**src/rtl/fsm_step_seq_if.sv**
```systemverilog
// fsm_step_seq bus: start/abort/delay and FSM state in, FSM drive and status out.
// master = requester/testbench side, slave = the sequencer.
interface fsm_step_seq_if #(
    parameter int SIZE    = 3,
    parameter int DELAY_W = 8
);
    logic               start_i;
    logic               abort_i;
    logic [DELAY_W-1:0] delay_i;
    logic [SIZE-1:0]    state_i;
    logic               enable_o;
    logic               fsm_reset_o;
    logic               busy_o;
    logic               done_o;
    logic               error_o;

    modport master (
        output start_i, abort_i, delay_i, state_i,
        input  enable_o, fsm_reset_o, busy_o, done_o, error_o
    );

    modport slave (
        input  start_i, abort_i, delay_i, state_i,
        output enable_o, fsm_reset_o, busy_o, done_o, error_o
    );
endinterface

```
**src/rtl/fsm_step_seq.sv**
```systemverilog
// fsm_step_seq: steps an IDLE/INIT/STRT one-hot FSM with a programmable
// inter-step delay and confirms each transition against its state vector.
// Ports: clock_i, reset_n_i (async, active-low), bus (fsm_step_seq_if.slave):
//   start_i, abort_i, delay_i, state_i in; enable_o, fsm_reset_o, busy_o,
//   done_o, error_o out (all registered).
// Option: define FSM_STEP_SEQ_TIMEOUT_EN to add the CHECK timeout counter.
module fsm_step_seq #(
    parameter int SIZE    = 3,
    parameter int DELAY_W = 8,
    parameter int TIMEOUT = 16
) (
    input logic             clock_i,
    input logic             reset_n_i,
    fsm_step_seq_if.slave   bus
);
    localparam logic [SIZE-1:0] ST_IDLE = SIZE'(1);
    localparam logic [SIZE-1:0] ST_INIT = SIZE'(2);
    localparam logic [SIZE-1:0] ST_STRT = SIZE'(4);

    typedef enum logic [2:0] {
        S_ABORT,
        S_IDLE,
        S_WAIT,
        S_STEP,
        S_CHECK,
        S_DONE,
        S_ERR
    } st_t;

    st_t                state_q, state_d;
    logic [DELAY_W-1:0] cnt_q, cnt_d;
    logic [SIZE-1:0]    exp_q, exp_d;
    logic               en_q, rst_q, busy_q, done_q, err_q;

`ifdef FSM_STEP_SEQ_TIMEOUT_EN
    localparam int TO_W = $clog2(TIMEOUT + 1);
    logic [TO_W-1:0]    to_q, to_d;
`endif

    always_comb begin
        state_d = state_q;
        cnt_d   = cnt_q;
        exp_d   = exp_q;
`ifdef FSM_STEP_SEQ_TIMEOUT_EN
        to_d    = to_q;
`endif
        if (bus.abort_i) begin
            state_d = S_ABORT;
        end else begin
            unique case (state_q)
                S_ABORT: state_d = S_IDLE;
                S_IDLE: begin
                    if (bus.start_i) begin
                        // X or multi-hot state_i fails the compare -> ERR
                        if (bus.state_i == ST_IDLE) begin
                            state_d = S_WAIT;
                            cnt_d   = bus.delay_i;
                            exp_d   = ST_INIT;
                        end else begin
                            state_d = S_ERR;
                        end
                    end
                end
                S_WAIT: begin
                    if (cnt_q == '0) state_d = S_STEP;
                    else             cnt_d   = cnt_q - 1'b1;
                end
                S_STEP: begin
                    state_d = S_CHECK;
`ifdef FSM_STEP_SEQ_TIMEOUT_EN
                    to_d    = TO_W'(TIMEOUT);
`endif
                end
                S_CHECK: begin
                    if (bus.state_i == exp_q) begin
                        if (exp_q == ST_STRT) begin
                            state_d = S_DONE;
                        end else begin
                            state_d = S_WAIT;
                            exp_d   = ST_STRT;
                            cnt_d   = bus.delay_i;
                        end
                    end
`ifdef FSM_STEP_SEQ_TIMEOUT_EN
                    else if (to_q == '0) state_d = S_ERR;
                    else                 to_d    = to_q - 1'b1;
`endif
                end
                S_DONE: begin
                    if (bus.state_i != ST_STRT) state_d = S_ABORT;
                end
                S_ERR:   state_d = S_ERR;
                default: state_d = S_ABORT;
            endcase
        end
    end

    always_ff @(posedge clock_i or negedge reset_n_i) begin
        if (!reset_n_i) begin
            state_q <= S_ABORT;
            cnt_q   <= '0;
            exp_q   <= ST_INIT;
`ifdef FSM_STEP_SEQ_TIMEOUT_EN
            to_q    <= '0;
`endif
            en_q    <= 1'b0;
            rst_q   <= 1'b1;
            busy_q  <= 1'b1;
            done_q  <= 1'b0;
            err_q   <= 1'b0;
        end else begin
            state_q <= state_d;
            cnt_q   <= cnt_d;
            exp_q   <= exp_d;
`ifdef FSM_STEP_SEQ_TIMEOUT_EN
            to_q    <= to_d;
`endif
            // outputs registered from the next state: pure Moore decode
            en_q    <= (state_d == S_STEP);
            rst_q   <= (state_d == S_ABORT);
            busy_q  <= (state_d == S_ABORT) || (state_d == S_WAIT) ||
                       (state_d == S_STEP)  || (state_d == S_CHECK);
            done_q  <= (state_d == S_DONE);
            err_q   <= (state_d == S_ERR);
        end
    end

    assign bus.enable_o    = en_q;
    assign bus.fsm_reset_o = rst_q;
    assign bus.busy_o      = busy_q;
    assign bus.done_o      = done_q;
    assign bus.error_o     = err_q;
endmodule

```
**src/flat_wrapper.sv**
```systemverilog
// flat-port wrapper written by rule: the top's interface ports become plain ports
module fsm_step_seq_flat 
#(
    parameter int SIZE    = 3,
    parameter int DELAY_W = 8,
    parameter int TIMEOUT = 16
)
  (clock_i, reset_n_i, bus_start_i, bus_abort_i, bus_delay_i, bus_state_i, bus_enable_o, bus_fsm_reset_o, bus_busy_o, bus_done_o, bus_error_o);
  fsm_step_seq_if #(.SIZE(SIZE), .DELAY_W(DELAY_W)) bus_i ();
  input logic clock_i;
  input logic reset_n_i;
  input wire logic [$bits(bus_i.start_i)-1:0] bus_start_i;
  input wire logic [$bits(bus_i.abort_i)-1:0] bus_abort_i;
  input wire logic [$bits(bus_i.delay_i)-1:0] bus_delay_i;
  input wire logic [$bits(bus_i.state_i)-1:0] bus_state_i;
  output wire logic [$bits(bus_i.enable_o)-1:0] bus_enable_o;
  output wire logic [$bits(bus_i.fsm_reset_o)-1:0] bus_fsm_reset_o;
  output wire logic [$bits(bus_i.busy_o)-1:0] bus_busy_o;
  output wire logic [$bits(bus_i.done_o)-1:0] bus_done_o;
  output wire logic [$bits(bus_i.error_o)-1:0] bus_error_o;
  assign bus_i.start_i = bus_start_i;
  assign bus_i.abort_i = bus_abort_i;
  assign bus_i.delay_i = bus_delay_i;
  assign bus_i.state_i = bus_state_i;
  assign bus_enable_o = bus_i.enable_o;
  assign bus_fsm_reset_o = bus_i.fsm_reset_o;
  assign bus_busy_o = bus_i.busy_o;
  assign bus_done_o = bus_i.done_o;
  assign bus_error_o = bus_i.error_o;
  fsm_step_seq #(.SIZE(SIZE), .DELAY_W(DELAY_W), .TIMEOUT(TIMEOUT)) u_core (.clock_i(clock_i), .reset_n_i(reset_n_i), .bus(bus_i));
endmodule
```
**config.mk**
```make
export PLATFORM = sky130hd
export DESIGN_NAME = fsm_step_seq_flat
export DESIGN_NICKNAME = d
export VERILOG_FILES = /design/src/rtl/fsm_step_seq_if.sv /design/src/rtl/fsm_step_seq.sv /design/src/flat_wrapper.sv
export SDC_FILE = /design/constraint.sdc
export NUM_CORES = 1
export LEC_CHECK = 0
export CORE_MARGIN = 5
export CORE_UTILIZATION = 50
export DETAILED_ROUTE_END_ITERATION = 12
export PLACE_DENSITY = 0.76
export RECOVER_POWER = 50
export SYNTH_ARGS = -nofsm -noshare
export SYNTH_HDL_FRONTEND = slang
export SYNTH_SLANG_ARGS = --single-unit
```
**constraint.sdc**
```tcl
create_clock -name clock_i -period 2.3 [get_ports clock_i]
set_clock_uncertainty 0.2 [all_clocks]
set_input_delay 0.46 -clock clock_i [delete_from_list [all_inputs] [get_ports clock_i]]
set_output_delay 0.46 -clock clock_i [all_outputs]
set_load 0.01 [all_outputs]
```
### Yosys cells after proc, flatten, opt, wreduce, memory -nomap -nowiden

Cells that the tools add are included.

| word-level totals | value |
|---|---|
| word-level logic and storage cells | 59 |
| output and inout bits | 5 |
| input bits | 15 |
| flip-flop bits (word level) | 19 |

| operators by class | value |
|---|---|
| bitwise gates (word level) | 1 |
| add/subtract/negate cells | 1 |
| equal/unequal tests | 20 |
| muxes and demuxes | 19 |
| reduce and logical (&&, ||, !) cells | 10 |

Operator list:

| cell | number |
|---|---|
| 2-to-1 mux 8 bit | 5 |
| 2-to-1 mux 3 bit | 11 |
| one-hot mux 8 bit (3 select lines) | 1 |
| == test 3 bit, second input constant | 7 |
| one-hot mux 3 bit (7 select lines) | 1 |
| == test 3 x 2 -> 1 bit, second input constant | 4 |
| logical NOT 8 bit | 1 |
| subtractor 8 x 1 -> 8 bit, second input constant | 1 |
| AND reduction 7 bit | 1 |
| == test 3 x 1 -> 1 bit, second input constant | 2 |
| logical NOT 3 bit | 2 |
| != test 2 bit, second input constant | 3 |
| one-hot mux 3 bit (2 select lines) | 1 |
| AND reduction 6 bit | 1 |
| != test 2 x 1 -> 1 bit, second input constant | 2 |
| == test 3 bit | 1 |
| logical OR 1 bit | 3 |
| != test 3 bit, second input constant | 1 |
| nonzero test 3 bit | 1 |
| nonzero test 2 bit | 1 |
| inverter 1 bit | 1 |

### Longest topological paths before layout

Gate-level depths: netlist (run 1).

| depth | value |
|---|---|
| word-level depth | 9 |
| depth in mapped cells | 7 |

### Worst setup path before layout (run 1)

No wires, ideal clock.

| timing path | value |
|---|---|
| kind | register to register |
| start | register u_core.cnt_q[1] |
| end | register u_core.cnt_q[2] |
| buffers on the path | 0 |
| cell stages (with the launch flop) | 8 |
| setup slack | 0.285 ns |
| arrival | 1.737 ns |
| clock period less this slack | 2.015 ns |
| cell sequence | dfrtp_1 inv_1 ha_1 or3b_2 o21ai_2 o311ai_4 and2_4 a21oi_1 |

| on the way | value |
|---|---|
| longest elaborated chain between the ends | 3 |
| elaborated cells between the ends (all ways) | 6 |

RTL lines:

| what | line | RTL |
|---|---|---|
| start: declaration | fsm_step_seq.sv:31 | `logic [DELAY_W-1:0] cnt_q, cnt_d;` |
| start signal: assignment | fsm_step_seq.sv:113 | `cnt_q <= cnt_d;` |
| subtractor 8 x 1 -> 8 bit / logical NOT 8 bit (equally long branches) | fsm_step_seq.sv:66, fsm_step_seq.sv:65 |  |
| 2-to-1 mux 8 bit / != test 2 bit (equally long branches) | - |  |
| one-hot mux 8 bit (3 select lines) / AND reduction 7 bit (equally long branches) | - |  |

Parallel ways exist; a longest one is shown, timed or not. The select of a mux whose other input is x is not followed.
A chain may end at the register's enable or synchronous reset.

### Worst setup path after layout (run 1)

| timing path | value |
|---|---|
| start | register u_core.cnt_q[0] |
| end | register u_core.cnt_q[2] |

Same word-level chain as after synthesis.

==> flow_metrics.py, run 1 <==
metrics = {
    "die": {
        "die_height_um": 57.4,
        "ios": 20,
        "fp.dieW_um": 57.4,
        "initial_core_util_pct": 51.8,
        "rows": 17,
        "core_um2": 2170,
        "die-area_um2": 3300,
    },
    "sta": {
        "finalHoldViolations": 0,
        "setup_tns_ps": 0,
        "worstMarginPinSlew_ps": 972,
        "setup_viol": 0,
        "slew_viol_final": 0,
        "min_period_ps": 2150,
        "max_slew_margin_pct": 35.2,
        "period_share_pct": 93.6,
        "rsz0062_at_grt": "false",
        "timing.fmax_mhz": 465,
    },
    "worst_setup_path": {
        "path_delay_family": "simple AND/OR/NAND/NOR gates",
        "crit_type": "reg2reg",
        "r2r-start": "u_core.cnt_q[0]$_DFFE_PN0P_",
        "ff2ff_setup_slack_ps": 150,
        "slowest_delay_ps": 430,
        "cp.required_ps": 2320,
        "crit_path_start_kind": "register",
        "arrival_ps": 2180,
        "crit_buf_inv": 2,
        "cp_slowest_cell": "or3b_4",
        "rr_worst_depth": 8,
        "end_kind": "register",
        "rr_endpoint": "u_core.cnt_q[2]$_DFFE_PN0P_",
        "critPathMaxFanout": 10,
        "path_cells": "inv_1 > ha_1 > or3b_4 > o21ai_4 > o311ai_4 > buf_4 > and2_4 > a21oi_1",
    },
    "drt": {
        "wl_per_cell_um": 14.9,
        "routed_wl_um": 2720,
        "wl_met3_um": 127,
        "drtAntennaViolNets": 0,
        "wl_met1_um": 1200,
        "drt_iter0_markers": 19,
        "via_per_inst": 5.92,
        "top_layer_used": "met4",
        "wl_met2_um": 1360,
        "route.detailed.drc": 0,
        "dr_total_vias": 1077,
        "first_pass_iters": 4,
    },
    "layout": {
        "drive_gt1_share_pct": 19.5,
        "layout.cells.non_filler": 182,
        "n_fill_cell": 180,
        "final_nets": 171,
        "antenna-diode-count": 0,
        "syn_to_final_growth_pct": 29.8,
    },
    "power": {
        "swShare_pct": 38.1,
        "p_sw_uw": 482,
        "peakVddDrop_v": 0.000648,
        "leakagePower_nw": 0.585,
        "p_int_uw": 783,
        "power_density_nw_per_um2": 867,
        "finalPower_mw": 1.27,
        "pwr-share-comb_pct": 41.7,
        "clkPwrFrac_pct": 15.1,
        "p_seq_share_pct": 43.2,
    },
    "global_routing": {
        "grt_pass1_wl_um": 4780,
        "gr-total-overflow": 0,
        "grt_max_degree": 19,
        "grt_pass1_vias": 1112,
        "grt.total_usage_pct": 18.0,
        "antenna_found_initial": 0,
    },
    "run": {
        "drv_cap": 0,
    },
    "clock_tree": {
        "clk_pin_slew_ps": 100,
        "cts_sinks": 18,
        "clock_latency_ps": 290,
        "cts_hold_buf": 0,
        "h-tree-depth": 1,
        "clock_path_buffers": 2,
        "cts_inserted_buffers": 3,
        "cts_root_buf": "clkbuf_4",
        "cts_tree": "built",
    },
    "synth": {
        "synthCells": 123,
        "ys_async_sr_fraction_pct": 100,
        "synth-main-ff-cell": "dfrtp_1",
        "ys_seq_area_share_pct": 40.4,
        "synth-seq-cells": 18,
        "synth_area_leader_cell": "dfrtp_1",
        "yosys-top-cells-area": "dfrtp_1 (33%), dfstp_2 (7.0%), nand2_1 (4.0%)",
        "synthTopCellsByCount": "dfrtp_1 (15), nand2_1 (12), o21ai_0 (8)",
        "netlist_area_um2": 1120,
        "synth_edf_count": 0,
        "yosys_warnings": 0,
        "syn_nets": 139,
        "netlist.area_leader.share_pct": 33.4,
        "syn_area_per_cell_um2": 9.14,
        "ys_types": 44,
        "synth.most_common_cell": "dfrtp_1",
    },
    "place": {
        "io_buffers": 19,
        "place_inst": 178,
        "dp_hpwl_um": 2090,
        "gp_congestion": 0.899,
    },
    "outcome": {
        "status": "complete, no violations",
    },
    "worst_hold_path": {
        "worst_hold_startpoint": "u_core.cnt_q[7]$_DFFE_PN0P_",
        "holdPathEnd": "u_core.cnt_q[7]$_DFFE_PN0P_",
        "min_path_type": "reg2reg",
        "min_path_cells": 1,
    },
}
==> power by group through the flow <==
stage	sequential [mW]	clock, mW	combinational [mW]
after floorplan	0.522	0	0.361
after global placement	0.537	0	0.499
after detailed placement	0.544	0	0.520
after CTS	0.542	0.198	0.521
after global routing	0.564	0.216	0.590
final	0.546	0.191	0.528
==> timing repair <==
action | in CTS | in global routing
gates resized for setup | 0 | 2
endpoints found under the setup margin | 0 | 8
buffers inserted | 0 | 0
==> routing by layer <==
layer / vias to the layer above / GRT usage [%]
li1: 525 / -
met1: 520 / 23.1
met2: 28 / 29.7
met3: 4 / 5.43
met4: 0 / 4.30
met5: - / 0
==> how the worst max path moves through the flow <==
stage                                 from                           to  slack [ps]  cells after the start
2_1_floorplan  u_core.cnt_q[1]$_DFFE_PN0P_  u_core.cnt_q[2]$_DFFE_PN0P_         280                      7
3_3_place_gp                bus_state_i[1]  u_core.cnt_q[5]$_DFFE_PN0P_         -50                      7
3_5_place_dp                bus_state_i[2]  u_core.bus.busy_o$_DFF_PN1_         -80                      7
4_1_cts        u_core.cnt_q[0]$_DFFE_PN0P_  u_core.cnt_q[5]$_DFFE_PN0P_          20                      8
5_1_grt        u_core.cnt_q[1]$_DFFE_PN0P_  u_core.cnt_q[2]$_DFFE_PN0P_          20                      8
6_report       u_core.cnt_q[0]$_DFFE_PN0P_  u_core.cnt_q[2]$_DFFE_PN0P_         150                      8
==> layout by cell type, fill, tap and decap left out, drive strengths merged, types with 4 or more instances in the layout <==
cell type,n
dfrtp,15
o21ai,10
nand3,6
buf,11
nor2,5
nand2b,4
a31oi,6
inv,6
nor3,5
a21oi,6
nor2b,6
clkbuf,5
clkdlybuf4s50,16
nand2,12
==> logic make-up (layout without fill, tap and decap cells) <==
| logic type | after synthesis | in the layout | synth area share (%) |
|---|---|---|---|
| adder cells (fa/ha/maj) | 1 | 1 | 1.11 |
| buffers and inverters | 10 | 41 | 4.00 |
| AO/OA/AOI/OAI | 42 | 42 | 28.4 |
| AND/OR/NAND/NOR | 50 | 50 | 24.6 |
| flip-flops | 18 | 18 | 40.4 |
| XOR/XNOR | 2 | 2 | 1.56 |
==> registers in the layout (all words and copies together) (netlist names) <==
name and count:
u_core.bus.busy_o 1, u_core.bus.done_o 1, u_core.state_q 3, u_core.bus.enable_o 1, u_core.bus.error_o 1, u_core.exp_q 2
u_core.bus.fsm_reset_o 1, u_core.cnt_q 8
==> metrics by stage <==
step | area (µm²) | setup WS, ps | util, % | hold WS [ps]
2_1_floorplan | 1120 | 285 | - | -35.6
5_1_grt | 1460 | 19.4 | 67.3 | 341
3_3_place_gp | 1420 | -51.1 | 65.3 | 285
4_1_cts | 1450 | 21.4 | 67.0 | 277
3_5_place_dp | 1420 | -79.4 | 65.3 | 293
6_report | 1460 | 148 | 67.3 | 311
==> final cells by class <==
cell class	instances	area, µm²	share of cell area (%)
clock buffer	4	36.3	2.49
inverter	6	22.5	1.54
multi-input combinational	95	636	43.5
sequential	18	454	31.1
tap	28	35.0	2.40
timing repair buffer	31	277	18.9
(Power assumes the default switching activity.)
==> inputs of run 2 (changes only) <==
--- a/config.mk
+++ b/config.mk
@@ -5,7 +5,6 @@
 export SDC_FILE = /design/constraint.sdc
 export NUM_CORES = 1
 export LEC_CHECK = 0
-export CORE_MARGIN = 5
 export CORE_UTILIZATION = 50
 export DETAILED_ROUTE_END_ITERATION = 12
 export PLACE_DENSITY = 0.76
==> run 2 against run 1 <==
  * Routed wire length is 7.8% lower
  * Via count is 0.28% higher
  * Sequential share of layout area fell by 0.080 points
  * Critical endpoint is now u_core.cnt_q[5]$_DFFE_PN0P_
  * Largest cell class unchanged
  * Largest power group unchanged
  * Highest routed layer unchanged
==> flow_metrics.py, run 2 (synthesized netlist as in run 1, its figures left out) <==
metrics = {
    "power": {
        "finalPower_mw": 1.27,
        "leakagePower_nw": 0.588,
        "peakVddDrop_v": 0.000570,
        "power_density_nw_per_um2": 869,
    },
    "worst_setup_path": {
        "cp.required_ps": 2320,
        "crit_path_start_kind": "register",
        "end_kind": "register",
        "setup.worst_path.start": "u_core.cnt_q[1]$_DFFE_PN0P_",
        "crit_type": "reg2reg",
        "r2r-start": "u_core.cnt_q[1]$_DFFE_PN0P_",
        "critPathMaxFanout": 10,
        "arrival_ps": 2190,
    },
    "layout": {
        "seq_area_um2": 454,
        "final_cell_mix": "clkdlybuf4s50_1 (16), dfrtp_1 (15), nand2_1 (12)",
        "layout.cells.non_filler": 181,
        "syn_to_final_growth_pct": 30.1,
        "multi_input_area_um2": 628,
        "final_common_cell": "clkdlybuf4s50_1",
        "largest_reg_flops": 8,
        "n_fill_cell": 173,
        "drive_gt1_share_pct": 19.5,
        "top_register": "u_core.cnt_q",
        "antenna-diode-count": 0,
        "stdcell_area_um2": 1460,
        "top_regs": "u_core.cnt_q (8), u_core.state_q (3), u_core.exp_q (2)",
        "final_nets": 171,
    },
    "sta": {
        "setup_tns_ps": 0,
        "slew_viol_final": 0,
        "max_slew_margin_pct": 37.8,
        "timing.fmax_mhz": 461,
        "period_share_pct": 94.2,
        "fin_worst_hold_slack_ps": 310,
        "worstMarginPinSlew_ps": 934,
        "rsz0062_at_grt": "false",
        "finalHoldViolations": 0,
        "setup_viol": 0,
        "min_period_ps": 2170,
    },
    "drt": {
        "first_pass_iters": 4,
        "dr_total_vias": 1080,
        "via_per_inst": 5.97,
        "routed_wl_um": 2510,
        "drtAntennaViolNets": 0,
        "route.detailed.drc": 0,
        "drt_iter0_markers": 40,
        "wl_per_cell_um": 13.9,
    },
    "global_routing": {
        "busiest_layer": "met2",
        "grt_max_degree": 19,
        "grt_pass1_wl_um": 4350,
        "use_met3_pct": 2.80,
        "antenna_found_initial": 0,
        "grt_use_met1_pct": 33.6,
        "grt_pass1_vias": 980,
        "gr-usage-met2_pct": 35.4,
        "grt.total_usage_pct": 23.2,
        "gr-total-overflow": 0,
    },
    "die": {
        "ios": 20,
        "core_um2": 2040,
        "fp.dieW_um": 49.4,
        "initial_core_util_pct": 55.1,
        "die_height_um": 49.4,
        "die-area_um2": 2440,
        "rows": 16,
    },
    "clock_tree": {
        "clock_path_buffers": 2,
        "h-tree-depth": 1,
        "cts_tree": "built",
        "cts_root_buf": "clkbuf_4",
        "clk_pin_slew_ps": 110,
        "cts_sinks": 18,
        "cts_hold_buf": 0,
        "clock_latency_ps": 290,
        "cts_inserted_buffers": 3,
    },
    "place": {
        "dpl_cell_area_um2": 1430,
        "io_buffers": 19,
        "dp_hpwl_um": 1900,
        "gp_congestion": 0.858,
        "place_inst": 177,
    },
    "worst_hold_path": {
        "min_path_type": "reg2reg",
        "worst_hold_startpoint": "u_core.cnt_q[7]$_DFFE_PN0P_",
    },
    "run": {
        "drv_cap": 0,
    },
    "outcome": {
        "status": "complete, no violations",
    },
}
-- run 2: repair_timing --
| item | CTS | global route |
|---|---|---|
| setup endpoints to repair | 0 | 7 |
| buffers inserted | 0 | 0 |
| resized for setup | 0 | 1 |
-- run 2: critical path, cell delays in order, from the launching register on --
cell and delay (ps):
dfrtp_1 400, inv_1 100, ha_1 190, or3b_4 430, o21ai_2 170, o311ai_4 130
buf_12 160, and2_4 170, a21oi_1 140
-- run 2: path summary, 6_finish.rpt --
kind / endpoint / slack, ps / depth (start not counted)
max: u_core.cnt_q[5]$_DFFE_PN0P_ / 130 / 8
max reg2reg: u_core.cnt_q[5]$_DFFE_PN0P_ / 130 / 8
max in group asynchronous: u_core.cnt_q[1]$_DFFE_PN0P_ / 730 / 2
min: u_core.cnt_q[7]$_DFFE_PN0P_ / 310 / 1
min reg2reg: u_core.cnt_q[7]$_DFFE_PN0P_ / 310 / 1
min in group asynchronous: u_core.bus.done_o$_DFF_PN0_ / 610 / 2
-- run 2: cell type report --
class | instances | area share (%)
multi-input combinational | 95 | 42.9
sequential | 18 | 31.0
timing repair buffer | 31 | 19.7
clock buffer | 4 | 2.48
tap | 27 | 2.31
inverter | 6 | 1.54
-- run 2: report_power, final --
part	switching, mW	internal, mW
combinational	0.267	0.264
sequential	0.108	0.434
clock	0.102	0.0965
-- run 2: per-stage QoR --
step	worst slack, ps	util (%)
6_report	133	71.7
5_1_grt	24.7	71.7
4_1_cts	25.2	71.8
3_5_place_dp	-58.5	70.0
3_3_place_gp	-47.2	70.0
2_1_floorplan	285	-
-- run 2: metal layers --
layer	vias to the layer above	part of all wire [%]
li1	528	-
met1	499	48
met2	49	46
met3	4	5.2
met4	0	1.0
met5	-	0
==> inputs of run 3 (changes only) <==
--- a/config.mk
+++ b/config.mk
@@ -5,6 +5,7 @@
 export SDC_FILE = /design/constraint.sdc
 export NUM_CORES = 1
 export LEC_CHECK = 0
+export CAP_MARGIN = 20
 export CORE_UTILIZATION = 50
 export DETAILED_ROUTE_END_ITERATION = 12
 export PLACE_DENSITY = 0.76
==> constraint.sdc (replaced) <==
create_clock -name clock_i -period 2.1 [get_ports clock_i]
set_clock_uncertainty 0.2 [all_clocks]
set_input_delay 0.42 -clock clock_i [delete_from_list [all_inputs] [get_ports clock_i]]
set_output_delay 0.42 -clock clock_i [all_outputs]
set_load 0.01 [all_outputs]
==> run 3 against run 2 <==
  * First-iteration DRC count down 23%
  * Sequential share of layout area is 2.2 points lower
  * Worst hold slack better by 28 ps
  * Sequential cell count stayed put
  * Sequential power rose by 8.3%
  * Register-to-register slack got worse by 80 ps
  * Critical path type unchanged
==> flow_metrics.py, run 3 (synthesized netlist as in run 1, its figures left out) <==
metrics = {
    "global_routing": {
        "antenna_found_initial": 0,
        "grt_pass1_vias": 1100,
        "gr-total-overflow": 0,
        "grt_pass1_wl_um": 4760,
        "grt_max_degree": 19,
        "grt.total_usage_pct": 25.7,
    },
    "sta": {
        "max_slew_margin_pct": 35.1,
        "period_share_pct": 97.5,
        "min_period_ps": 2050,
        "setup_viol": 0,
        "fin_worst_hold_slack_ps": 338,
        "rsz0062_at_grt": "true",
        "finalHoldViolations": 0,
        "slew_viol_final": 0,
        "worstMarginPinSlew_ps": 974,
        "timing.fmax_mhz": 488,
    },
    "layout": {
        "final_common_cell": "buf_4",
        "final_core_util_pct": 77.3,
        "seq_area_um2": 454,
        "final_cell_mix": "buf_4 (20), clkdlybuf4s50_1 (18), dfrtp_1 (15)",
        "syn_to_final_growth_pct": 40.3,
        "layout.cells.non_filler": 191,
        "multi_input_area_um2": 667,
        "top_regs": "u_core.cnt_q (8), u_core.state_q (3), u_core.exp_q (2)",
        "final_nets": 181,
        "drive_gt1_share_pct": 28.7,
        "largest_reg_flops": 8,
        "antenna-diode-count": 0,
        "n_fill_cell": 145,
        "stdcell_area_um2": 1580,
        "top_register": "u_core.cnt_q",
    },
    "worst_setup_path": {
        "end_kind": "register",
        "cp_slowest_cell": "dfrtp_1",
        "arrival_ps": 2060,
        "crit_path_start_kind": "register",
        "path_cells": "inv_2 > ha_2 > or3b_4 > o21ai_4 > o311ai_4 > buf_12 > and2_4 > o21ai_2",
        "critPathMaxFanout": 10,
        "path_delay_family": "simple AND/OR/NAND/NOR gates",
        "slowest_delay_ps": 410,
        "crit_type": "reg2reg",
        "crit_buf_inv": 2,
        "cp.required_ps": 2120,
    },
    "place": {
        "place_inst": 186,
        "dpl_cell_area_um2": 1500,
        "gp_congestion": 0.867,
        "dp_hpwl_um": 2120,
        "io_buffers": 19,
    },
    "outcome": {
        "status": "complete, no violations",
    },
    "drt": {
        "route.detailed.drc": 0,
        "first_pass_iters": 4,
        "drt_iter0_markers": 31,
        "dr_total_vias": 1111,
        "routed_wl_um": 2900,
        "drtAntennaViolNets": 0,
        "via_per_inst": 5.82,
        "wl_per_cell_um": 15.2,
    },
    "clock_tree": {
        "clock_latency_ps": 290,
        "cts_tree": "built",
        "cts_inserted_buffers": 3,
        "clock_path_buffers": 2,
        "h-tree-depth": 1,
        "cts_hold_buf": 0,
        "clk_pin_slew_ps": 100,
        "cts_root_buf": "clkbuf_4",
        "cts_sinks": 18,
    },
    "die": {
        "die-area_um2": 2440,
        "fp.dieW_um": 49.4,
        "initial_core_util_pct": 55.1,
        "die_height_um": 49.4,
        "rows": 16,
        "core_um2": 2040,
        "ios": 20,
    },
    "power": {
        "peakVddDrop_v": 0.000688,
        "leakagePower_nw": 0.634,
        "finalPower_mw": 1.53,
        "power_density_nw_per_um2": 970,
    },
    "worst_hold_path": {
        "min_path_type": "reg2reg",
    },
    "run": {
        "drv_cap": 0,
    },
}
[run 3: layer usage]
layer  vias up  global-route usage (%)  share of wire [%]
met2        31                    42.7                 49
met4         0                    7.14               0.45
met1       537                    34.5                 45
met3         2                    4.36                5.4
li1        541                       -                  -
met5         -                       0                  0
[run 3: worst reg2reg max path, cell delays in order (launching register included)]
cell      delay [ps]
dfrtp_1          410
inv_2             60
ha_2             160
or3b_4           400
o21ai_4          150
o311ai_4         130
buf_12           160
and2_4           180
o21ai_2          120
[run 3: repair_timing]
item | CTS | global route
gates cloned | 0 | 0
buffers inserted | 0 | 1
pin swaps | 1 | 1
gates resized for setup | 1 | 11
endpoints found under the setup margin | 6 | 10
[run 3: cell type report]
cell class,instances,share of cell area [%]
clock buffers,4,2.30
inverters,6,1.43
multi-input cells,95,42.3
flip-flops and latches,18,28.8
well taps,27,2.14
repair buffers,41,23.1
[run 3: final timing paths]
check,start,end,slack [ps],cells after the start
max in group asynchronous,reset_n_i,u_core.cnt_q[1]$_DFFE_PN0P_,520,2
worst max-delay path,u_core.cnt_q[1]$_DFFE_PN0P_,u_core.cnt_q[1]$_DFFE_PN0P_,50,8
worst min-delay path,u_core.cnt_q[7]$_DFFE_PN0P_,u_core.cnt_q[7]$_DFFE_PN0P_,340,1
worst max register to register,u_core.cnt_q[1]$_DFFE_PN0P_,u_core.cnt_q[1]$_DFFE_PN0P_,50,8
worst min register to register,u_core.cnt_q[7]$_DFFE_PN0P_,u_core.cnt_q[7]$_DFFE_PN0P_,340,1
min in group asynchronous,reset_n_i,u_core.bus.done_o$_DFF_PN0_,590,2
[run 3: power breakdown]
part	internal (mW)	leakage (nW)	switching, mW
Clock	0.106	0.0210	0.104
Combinational	0.379	0.394	0.354
Sequential	0.476	0.219	0.112
Total	0.960	0.634	0.570
[run 3: through the flow]
step,setup slack [ps],TNS (ps)
global route,-23.9,-32.9
global placement,-201,-2720
finish,52.8,0
floorplan,84.9,0
CTS,29.1,0
detailed placement,-242,-3560
